[src/rtl/lenet_pkg.sv]
// Shared LeNet datapath types: class count, score type and the argmax FSM states.
package lenet_pkg;

    localparam int unsigned NUM_CLASSES = 10;
    localparam int unsigned CLASS_W     = 4;
    localparam int unsigned SCORE_W     = 16;

    typedef logic signed [SCORE_W-1:0] score_t;

    typedef enum logic [1:0] {
        IDLE = 2'd0,
        SCAN = 2'd1,
        DONE = 2'd2
    } argmax_state_t;

endpackage

[src/rtl/max2_update.sv]
// Combinational top-2 tracker step: folds one incoming score into (best, second, idx).
module max2_update #(
    parameter int unsigned W  = 16,
    parameter int unsigned IW = 4
) (
    input  logic signed [W-1:0]  i_score,
    input  logic        [IW-1:0] i_score_idx,
    input  logic signed [W-1:0]  i_best,
    input  logic signed [W-1:0]  i_second,
    input  logic        [IW-1:0] i_idx,
    output logic signed [W-1:0]  o_best_c,
    output logic signed [W-1:0]  o_second_c,
    output logic        [IW-1:0] o_idx_c
);

    // Strict compares keep the earliest index on ties.
    always_comb begin
        o_best_c   = i_best;
        o_second_c = i_second;
        o_idx_c    = i_idx;
        if (i_score > i_best) begin
            o_second_c = i_best;
            o_best_c   = i_score;
            o_idx_c    = i_score_idx;
        end else if (i_score > i_second) begin
            o_second_c = i_score;
        end
    end

endmodule

[src/rtl/classifier_argmax.sv]
// Final LeNet stage: buffers 10 class scores, scans them one per cycle and
// holds the winning index, top-2 scores, margin and confidence until accepted.
module classifier_argmax
    import lenet_pkg::*;
#(
    parameter int unsigned bitwidth    = 16,
    parameter int unsigned conf_thresh = 256
) (
    input  logic                                        clk,
    input  logic                                        rst_n,
    input  logic signed [NUM_CLASSES-1:0][bitwidth-1:0] featuremap3,
    input  logic                                        in_valid,
    output logic                                        in_ready,
    output logic                                        out_valid,
    input  logic                                        out_ready,
    output logic        [CLASS_W-1:0]                   class_idx,
    output logic signed [bitwidth-1:0]                  max_score,
    output logic signed [bitwidth-1:0]                  second_score,
    output logic        [bitwidth:0]                    margin,
    output logic                                        confident
);

    localparam int unsigned MW = bitwidth + 1;

    argmax_state_t             r_state;
    logic [bitwidth-1:0]       r_buf [NUM_CLASSES];
    logic signed [bitwidth-1:0] r_best;
    logic signed [bitwidth-1:0] r_second;
    logic [CLASS_W-1:0]        r_idx;
    logic [CLASS_W-1:0]        r_cnt;

    logic                      r_in_ready;
    logic                      r_out_valid;
    logic [CLASS_W-1:0]        r_class_idx;
    logic signed [bitwidth-1:0] r_max_score;
    logic signed [bitwidth-1:0] r_second_score;
    logic [MW-1:0]             r_margin;
    logic                      r_confident;

    logic                      w_scanning;
    logic [CLASS_W-1:0]        w_rd_idx;
    logic signed [bitwidth-1:0] w_best;
    logic signed [bitwidth-1:0] w_second;
    logic [CLASS_W-1:0]        w_idx;
    logic [MW-1:0]             w_margin;
    logic                      w_confident;

    // Counter reaches NUM_CLASSES after the last score; that extra SCAN cycle registers the result.
    assign w_scanning = (r_cnt < CLASS_W'(NUM_CLASSES));
    assign w_rd_idx   = w_scanning ? r_cnt : '0;

    max2_update #(
        .W  (bitwidth),
        .IW (CLASS_W)
    ) u_max2 (
        .i_score     ($signed(r_buf[w_rd_idx])),
        .i_score_idx (r_cnt),
        .i_best      (r_best),
        .i_second    (r_second),
        .i_idx       (r_idx),
        .o_best_c    (w_best),
        .o_second_c  (w_second),
        .o_idx_c     (w_idx)
    );

    // Sign-extend both operands so the full signed range cannot overflow.
    assign w_margin    = {r_best[bitwidth-1], r_best} - {r_second[bitwidth-1], r_second};
    assign w_confident = (w_margin >= MW'(conf_thresh));

    always_ff @(posedge clk) begin
        if (!rst_n) begin
            r_state        <= IDLE;
            for (int i = 0; i < NUM_CLASSES; i++) r_buf[i] <= '0;
            r_best         <= '0;
            r_second       <= '0;
            r_idx          <= '0;
            r_cnt          <= '0;
            r_in_ready     <= 1'b0;
            r_out_valid    <= 1'b0;
            r_class_idx    <= '0;
            r_max_score    <= '0;
            r_second_score <= '0;
            r_margin       <= '0;
            r_confident    <= 1'b0;
        end else begin
            case (r_state)
                IDLE: begin
                    r_in_ready <= 1'b1;
                    if (in_valid && r_in_ready) begin
                        for (int i = 0; i < NUM_CLASSES; i++) r_buf[i] <= featuremap3[i];
                        r_best     <= featuremap3[0];
                        r_second   <= {1'b1, {(bitwidth-1){1'b0}}};
                        r_idx      <= '0;
                        r_cnt      <= CLASS_W'(1);
                        r_in_ready <= 1'b0;
                        r_state    <= SCAN;
                    end
                end
                SCAN: begin
                    if (w_scanning) begin
                        r_best   <= w_best;
                        r_second <= w_second;
                        r_idx    <= w_idx;
                        r_cnt    <= r_cnt + CLASS_W'(1);
                    end else begin
                        r_class_idx    <= r_idx;
                        r_max_score    <= r_best;
                        r_second_score <= r_second;
                        r_margin       <= w_margin;
                        r_confident    <= w_confident;
                        r_out_valid    <= 1'b1;
                        r_state        <= DONE;
                    end
                end
                DONE: begin
                    if (out_ready) begin
                        r_out_valid <= 1'b0;
                        r_in_ready  <= 1'b1;
                        r_state     <= IDLE;
                    end
                end
                default: r_state <= IDLE;
            endcase
        end
    end

    assign in_ready     = r_in_ready;
    assign out_valid    = r_out_valid;
    assign class_idx    = r_class_idx;
    assign max_score    = r_max_score;
    assign second_score = r_second_score;
    assign margin       = r_margin;
    assign confident    = r_confident;

endmodule
[config.mk]
export PLATFORM = sky130hd
export DESIGN_NAME = classifier_argmax
export DESIGN_NICKNAME = d
export VERILOG_FILES = /design/src/rtl/lenet_pkg.sv /design/src/rtl/max2_update.sv /design/src/rtl/classifier_argmax.sv
export SDC_FILE = /design/constraint.sdc
export NUM_CORES = 1
export LEC_CHECK = 0
export ABC_AREA = 0
export ABC_CLOCK_PERIOD_IN_PS = 28800
export CORE_MARGIN = 2
export CORE_UTILIZATION = 30
export DETAILED_ROUTE_END_ITERATION = 12
export DONT_BUFFER_PORTS = 1
export PLACE_DENSITY = 0.42
export SYNTH_ARGS = -nofsm -noshare
export SYNTH_HDL_FRONTEND = slang
export SYNTH_SLANG_ARGS = --single-unit
[constraint.sdc]
create_clock -name clk -period 28.8 [get_ports clk]
set_input_delay 0 -clock clk [delete_from_list [all_inputs] [get_ports clk]]
set_output_delay 0 -clock clk [all_outputs]
set_load 0.01 [all_outputs]
==> results.sh, run 1 <==
export IMPL_fp_dieH_um=211
export IMPL_cts_root_buffer="clkbuf_16"
export IMPL_worst_path_largest_cell_delay_ns=0.96
export IMPL_die_width_um=211
export IMPL_failed_checks="hold timing"
export IMPL_syn_inst=1204
export IMPL_antenna_found_initial=1
export IMPL_synthTopCellsByArea="edfxtp_1, dfxtp_1, and2_1"
export IMPL_initial_core_util_pct=30.5
export IMPL_grt_pass1_wl_um=59300
export IMPL_final_setup_skew_ns=0.0525
export IMPL_p_sw_share_pct=26.9
export IMPL_drive_above_1_share_pct=5.95
export IMPL_crit_path_end="r_best[5]$_SDFFE_PN0P_"
export IMPL_synthArstFlopShare_pct=0
export IMPL_gp_congestion=0.795
export IMPL_cts_buffers_inserted=30
export IMPL_synth_most_common_cell="and2_1"
export IMPL_period_share_pct=20.2
export IMPL_endpoint_kind="register"
export IMPL_ant_nets=0
export IMPL_cts_tree="done"
export IMPL_yosysSeqAreaShare_pct=52.7
export IMPL_groute_usage_overall_pct=17.6
export IMPL_cts_htree_levels=1
export IMPL_maxCapViolCount=0
export IMPL_grt_overflow_total=0
export IMPL_post_route_util_pct=38.5
export IMPL_regArea_sq_mm=0.00677
export IMPL_max_freq_mhz=172
export IMPL_fillers=4140
export IMPL_crit_required_ns=29.29
export IMPL_tns_ns=0
export IMPL_status="finished, violations left"
export IMPL_ys_flop_type="edfxtp_1"
export IMPL_critical_path_depth=17
export IMPL_clk_pin_slew_worst_paths_ns=0.06
export IMPL_viasPerCell=4.92
export IMPL_synthDistinctLibCells=62
export IMPL_setup_viol=0
export IMPL_synth_area_sq_mm=0.0128
export IMPL_path_cells="buf_4 > o21a_1 > nor2_4 > mux2i_1 > o22ai_1 > a211o_1 > ha_1 > nand4_1 > nor4_2 > a21oi_1 > a222oi_1 > buf_4 > o21ai_2 > buf_4 > nand3_1 > o21ai_0 > dlygate4sd3_1"
export IMPL_crit_family="compound AO/OA/AOI/OAI gates"
export IMPL_reg2reg_depth=17
export IMPL_min_path_type="primary input to register"
export IMPL_core_sq_mm=0.0421
export IMPL_timing_final_max_slew_violations=0
export IMPL_drc=0
export IMPL_avgSynthCellArea_sq_um=10.7
export IMPL_r2r_slack_ns=22.97
export IMPL_arrival_ns=6.31
export IMPL_fin_hold_ws_ns=-0.0243
export IMPL_netlist_area_leader_share_pct=37.4
export IMPL_synth_edf_count=160
export IMPL_synth_common_cells="and2_1, edfxtp_1, nand2_1"
export IMPL_cts_resized=0
export IMPL_power_density_mw_per_mm2=60.7
export IMPL_reg2reg_from="r_cnt[2]$_SDFFE_PN0P_"
export IMPL_drt_wl_total_um=39300
export IMPL_peakVddDrop_uv=40.0
export IMPL_pwr_share_clk_pct=39.1
export IMPL_first_global_vias=9543
export IMPL_post_cts_buffers=0
export IMPL_vias=9433
export IMPL_critPathMaxFanout=40
export IMPL_worst_pin_slew_ns=1.13
export IMPL_crit_start="r_cnt[2]$_SDFFE_PN0P_"
export IMPL_num_rows=75
export IMPL_fin_nets=1569
export IMPL_pin_count=220
export IMPL_cts_sinks=258
export IMPL_clk_latency_ns=0.60
export IMPL_dieArea_sq_mm=0.0445
export IMPL_drt_iter0_drc=568
export IMPL_numPortBuffers=0
export IMPL_syn_nets=1418
export IMPL_pwr_share_seq_pct=43.4
export IMPL_crit_type="register to register"
export IMPL_ys_warn_count=0
export IMPL_cpMaxStageDelayCell="nor2_4"
export IMPL_ys_seq_elements=258
export IMPL_post_route_min_period_ns=5.83
export IMPL_cp_start_kind="register"
export IMPL_crit_buf_inv=4
export IMPL_power_leakage_nw=5.99
export IMPL_dr_pass1_iters=5
export IMPL_hold_viol=1
export IMPL_p_int_mw=0.719
export IMPL_grt_max_degree=164
export IMPL_combPwrFrac_pct=17.4
export IMPL_area_delta_synth_final_pct=26.2
export IMPL_multi_input_area_sq_mm=0.00561
export IMPL_worstReg2RegEnd="r_best[5]$_SDFFE_PN0P_"
export IMPL_diodes=0
export IMPL_hpwl_um=27900
export IMPL_rsz0062_at_grt="no"
export IMPL_cpMostUsedCell="buf_4"
export IMPL_synth_largest_area_cell="edfxtp_1"
export IMPL_relSlewSlack_pct=24.5
export IMPL_routedWlPerCell_um=20.5
export IMPL_clockBufferDepth=3
export IMPL_p_sw_mw=0.265
stage by stage:
stage	instances	power [mW]	instance area (sq um)	setup WS, ns	hold slack (ns)
after floorplan	1204	0.548	12800	15.56	0.180
after global placement	1674	0.583	13300	23.48	0.130
after detailed placement	1674	0.583	13300	23.30	0.136
after CTS	1917	0.997	16200	23.01	0.0311
after global routing	1917	1.03	16200	22.59	0.0622
final	1917	0.984	16200	22.97	-0.0243
worst min-delay path by stage:
stage	depth (start not counted)	slack, ns	end	startpoint
global placement	1	0.13	margin[15]$_SDFFE_PN0P_	rst_n
floorplan	3	0.18	r_state[1]$_SDFFE_PN0P_	out_ready
finish	3	-0.02	in_ready$_SDFFE_PN0P_	rst_n
global route	3	0.06	r_cnt[2]$_SDFFE_PN0P_	rst_n
detailed placement	1	0.14	margin[14]$_SDFFE_PN0P_	rst_n
CTS	3	0.03	r_cnt[2]$_SDFFE_PN0P_	rst_n
timing repair:
item | CTS | global route
endpoints found under the setup margin | 0 | 0
hold endpoints to repair | 256 | 0
hold buffers | 188 | 0
layout make-up:
class / count / share of cell area (%)
sequential: 258 / 41.8
multi-input combinational: 824 / 34.6
timing repair buffer: 199 / 12.3
clock buffer: 41 / 5.13
tap: 539 / 4.16
clock inverter: 14 / 1.04
inverter: 42 / 0.973
cell usage in the layout, fill, tap and decap left out, types with 7 or more instances in the layout:
| master | netlist | routed |
|---|---|---|
| o21ai_0 | 44 | 43 |
| o2bb2ai_2 | 10 | 10 |
| nand2b_1 | 24 | 24 |
| o2bb2ai_1 | 18 | 18 |
| nor2_1 | 36 | 34 |
| ha_1 | 49 | 49 |
| nor3_1 | 8 | 8 |
| clkbuf_16 | 0 | 30 |
| o211ai_1 | 17 | 17 |
| o22ai_1 | 18 | 18 |
| nand2_1 | 132 | 131 |
| a21oi_1 | 38 | 38 |
| clkbuf_1 | 57 | 7 |
| a21boi_0 | 45 | 45 |
| buf_4 | 3 | 10 |
| dlygate4sd3_1 | 0 | 187 |
| inv_1 | 41 | 41 |
| dfxtp_1 | 98 | 97 |
| and2_1 | 167 | 167 |
| edfxtp_1 | 160 | 160 |
| a211oi_1 | 17 | 17 |
| mux2i_1 | 55 | 55 |
| nand3_1 | 34 | 34 |
| a221oi_1 | 16 | 16 |
| a211o_1 | 15 | 15 |
sequential cells by signal, indices dropped and copies added, names as in the netlist, 16 cells and up:
name	flops
r_buf	160
r_second	16
margin	17
max_score	16
second_score	16
r_best	16
power groups by stage:
stage	clock network [mW]	registers, mW	logic (mW)
final	0.385	0.427	0.171
after global routing	0.413	0.429	0.190
after CTS	0.397	0.427	0.173
after detailed placement	0	0.435	0.148
after global placement	0	0.436	0.148
after floorplan	0	0.434	0.114
kinds of logic after synthesis:
group	synth area share, %
and+or+nand+nor	17.3
adders and majority gates	4.93
xor gates and xnor gates	0.682
muxes	4.64
DFF	52.7
AOI/OAI and AO/OA	15.9
buffers and inverters	3.88
routing by layer:
metal / GRT usage (%) / share of wire (%)
met1: 23.5 / 45
met2: 29.2 / 47
met3: 3.49 / 4.8
met4: 4.74 / 2.5
met5: 0 / 0.033
tightest hold or removal path, cell delays in order:
cell     delay, ns
o31ai_4       0.05
buf_12        0.22
nor2_1        0.18
Power figures use the tool's default switching activity.
==> run 2, diff against run 1 <==
Settings changed: ABC_CLOCK_PERIOD_IN_PS 28800 to 4800, PLACE_DENSITY 0.42 to 0.43.
Clock period 28.8 ns to 4.8 ns, I/O delays scaled along.
==> results.sh, run 2 (synthesized netlist as in run 1, its figures left out) <==
export IMPL_crit_buf_inv=5
export IMPL_clockBufferDepth=3
export IMPL_pin_count=220
export IMPL_final_area_sq_mm=0.0162
export IMPL_crit_family="compound AO/OA/AOI/OAI gates"
export IMPL_cts_root_buffer="clkbuf_16"
export IMPL_drt_wl_total_um=39700
export IMPL_power_leakage_nw=6.04
export IMPL_first_global_vias=9696
export IMPL_arrival_ns=4.87
export IMPL_cts_sinks=258
export IMPL_crit_type="register to register"
export IMPL_dpl_cell_area_sq_mm=0.0136
export IMPL_grt_max_degree=134
export IMPL_min_from="featuremap3[123]"
export IMPL_hpwl_um=28500
export IMPL_antenna_found_initial=4
export IMPL_drc=0
export IMPL_max_freq_mhz=227
export IMPL_peakVddDrop_uv=234
export IMPL_final_setup_skew_ns=0.0118
export IMPL_relSlewSlack_pct=42.7
export IMPL_cpMostUsedCell="buf_4"
export IMPL_period_share_pct=91.8
export IMPL_r2r_slack_ns=0.39
export IMPL_grt_overflow_total=0
export IMPL_p_int_mw=4.27
export IMPL_cts_buffers_inserted=31
export IMPL_dr_pass1_iters=5
export IMPL_hold_viol=0
export IMPL_clk_pin_slew_worst_paths_ns=0.06
export IMPL_numPortBuffers=0
export IMPL_drt_iter0_drc=574
export IMPL_crit_required_ns=5.26
export IMPL_reg2reg_from="r_cnt[1]$_SDFFE_PN0P_"
export IMPL_status="complete, no violations"
export IMPL_core_sq_mm=0.0421
export IMPL_worstReg2RegEnd="r_best[11]$_SDFFE_PN0P_"
export IMPL_critPathMaxFanout=30
export IMPL_largest_reg_flops=160
export IMPL_pwr_share_clk_pct=38.6
export IMPL_viasPerCell=4.88
export IMPL_worst_path_largest_cell_delay_ns=0.41
export IMPL_worst_pin_slew_ns=0.860
export IMPL_min_path_cells=2
export IMPL_fp_dieH_um=211
export IMPL_largest_register="r_buf"
export IMPL_timing_final_max_slew_violations=0
export IMPL_mostFrequentLayoutCells="and2_1, dlygate4sd3_1, edfxtp_1"
export IMPL_fillers=4112
export IMPL_path_cells="buf_4 > o21ai_1 > nand2_1 > buf_4 > a22oi_1 > o22ai_1 > a31oi_1 > inv_1 > ha_1 > nand4_1 > nor4_2 > a21oi_1 > a222oi_1 > clkbuf_8 > o21ai_2 > buf_4 > nand3_1 > o21ai_0"
export IMPL_area_delta_synth_final_pct=26.5
export IMPL_final_common_cell="and2_1"
export IMPL_cpMaxStageDelayCell="a222oi_1"
export IMPL_p_sw_share_pct=27.6
export IMPL_num_rows=75
export IMPL_setup_viol=0
export IMPL_clk_latency_ns=0.58
export IMPL_ant_nets=0
export IMPL_cts_tree="done"
export IMPL_grt_pass1_wl_um=59500
export IMPL_pwr_share_seq_pct=43.5
export IMPL_holdPathEnd="r_buf[7][11]$_SDFFCE_PN0P_"
export IMPL_maxCapViolCount=0
export IMPL_vias=9435
export IMPL_regArea_sq_mm=0.00677
export IMPL_p_total_mw=5.90
export IMPL_post_route_min_period_ns=4.41
export IMPL_initial_core_util_pct=30.5
export IMPL_gp_congestion=0.799
export IMPL_p_sw_mw=1.62
export IMPL_power_density_mw_per_mm2=363
export IMPL_min_path_type="primary input to register"
export IMPL_drive_above_1_share_pct=8.20
export IMPL_die_width_um=211
export IMPL_endpoint_kind="register"
export IMPL_dieArea_sq_mm=0.0445
export IMPL_reg2reg_depth=18
export IMPL_fin_nets=1580
export IMPL_multi_input_area_sq_mm=0.00561
export IMPL_groute_usage_overall_pct=17.7
export IMPL_cp_start_kind="register"
export IMPL_cts_htree_levels=1
export IMPL_combPwrFrac_pct=18.0
export IMPL_routedWlPerCell_um=20.6
==> run 2: changes by cell type in the layout (fill, tap and decap cells not counted), moves of 2 or more <==
cell | before | now
clkbuf_16 | 30 | 32
clkinv_1 | 4 | 6
bufinv_16 | 3 | 1
buf_12 | 1 | 3
clkinv_2 | 6 | 2
diode_2 | 0 | 2
clkbuf_1 | 7 | 11
dlygate4sd3_1 | 187 | 165
buf_4 | 10 | 39
==> run 2: area by class of cell <==
cell class / instances / area share (%)
Tap cell: 539 / 4.15
Multi-Input combinational cell: 824 / 34.6
Inverter: 42 / 0.970
Antenna cell: 2 / 0.0308
Clock inverter: 13 / 0.678
Clock buffer: 45 / 5.35
Timing Repair Buffer: 209 / 12.6
Sequential cell: 258 / 41.7
==> run 2: timing repair <==
item,4_1_cts,5_1_grt
resized for setup,0,3
hold buffers,165,1
hold endpoints to repair,285,15
setup buffers,0,1
setup endpoints to repair,0,25
==> run 2: metal layers <==
| metal | global-route usage, % | share of wire [%] | up-vias |
|---|---|---|---|
| li1 | - | - | 4662 |
| met1 | 23.4 | 45 | 4469 |
| met2 | 30.3 | 48 | 237 |
| met3 | 3.33 | 4.9 | 63 |
| met4 | 3.96 | 2.2 | 4 |
| met5 | 0 | 0.068 | - |
==> run 2: power groups by stage <==
stage	clock network, mW	registers (mW)	logic, mW
4_1_cts	2.34	2.57	1.06
6_report	2.27	2.56	1.06
3_3_place_gp	0	2.61	0.933
3_5_place_dp	0	2.61	0.934
5_1_grt	2.42	2.57	1.17
2_1_floorplan	0	2.58	0.685
==> run 2: worst max-delay path by stage <==
stage                               start                   endpoint  depth (start not counted)
floorplan           in_ready$_SDFFE_PN0P_  r_buf[0][0]$_SDFFCE_PN0P_                          2
global placement    r_cnt[1]$_SDFFE_PN0P_     r_best[5]$_SDFFE_PN0P_                         18
detailed placement  r_cnt[1]$_SDFFE_PN0P_     r_best[0]$_SDFFE_PN0P_                         18
CTS                 r_cnt[1]$_SDFFE_PN0P_     r_best[0]$_SDFFE_PN0P_                         18
global route        r_cnt[1]$_SDFFE_PN0P_    r_best[14]$_SDFFE_PN0P_                         17
finish              r_cnt[1]$_SDFFE_PN0P_    r_best[11]$_SDFFE_PN0P_                         18
==> run 2: through the flow <==
step                cells  util (%)  worst slack (ns)  hold WS [ns]  setup TNS (ns)
detailed placement   1705      32.2             0.263         0.133               0
CTS                  1928      38.5             0.237        0.0399               0
floorplan            1204         -            -0.173         0.180          -27.78
finish               1932      38.6             0.392         0.137               0
global placement     1705      32.2             0.298         0.132               0
global route         1932      38.6         -0.000896         0.123       -0.000896
==> run 2: worst register-to-register path, delay by kind of cell, from the launching register on <==
kind	cells	cell delay (ns)
flops	1	0.31
buf+inv	5	1.17
fa+ha+maj	1	0.33
simple gates	4	0.69
compound gates	8	1.79
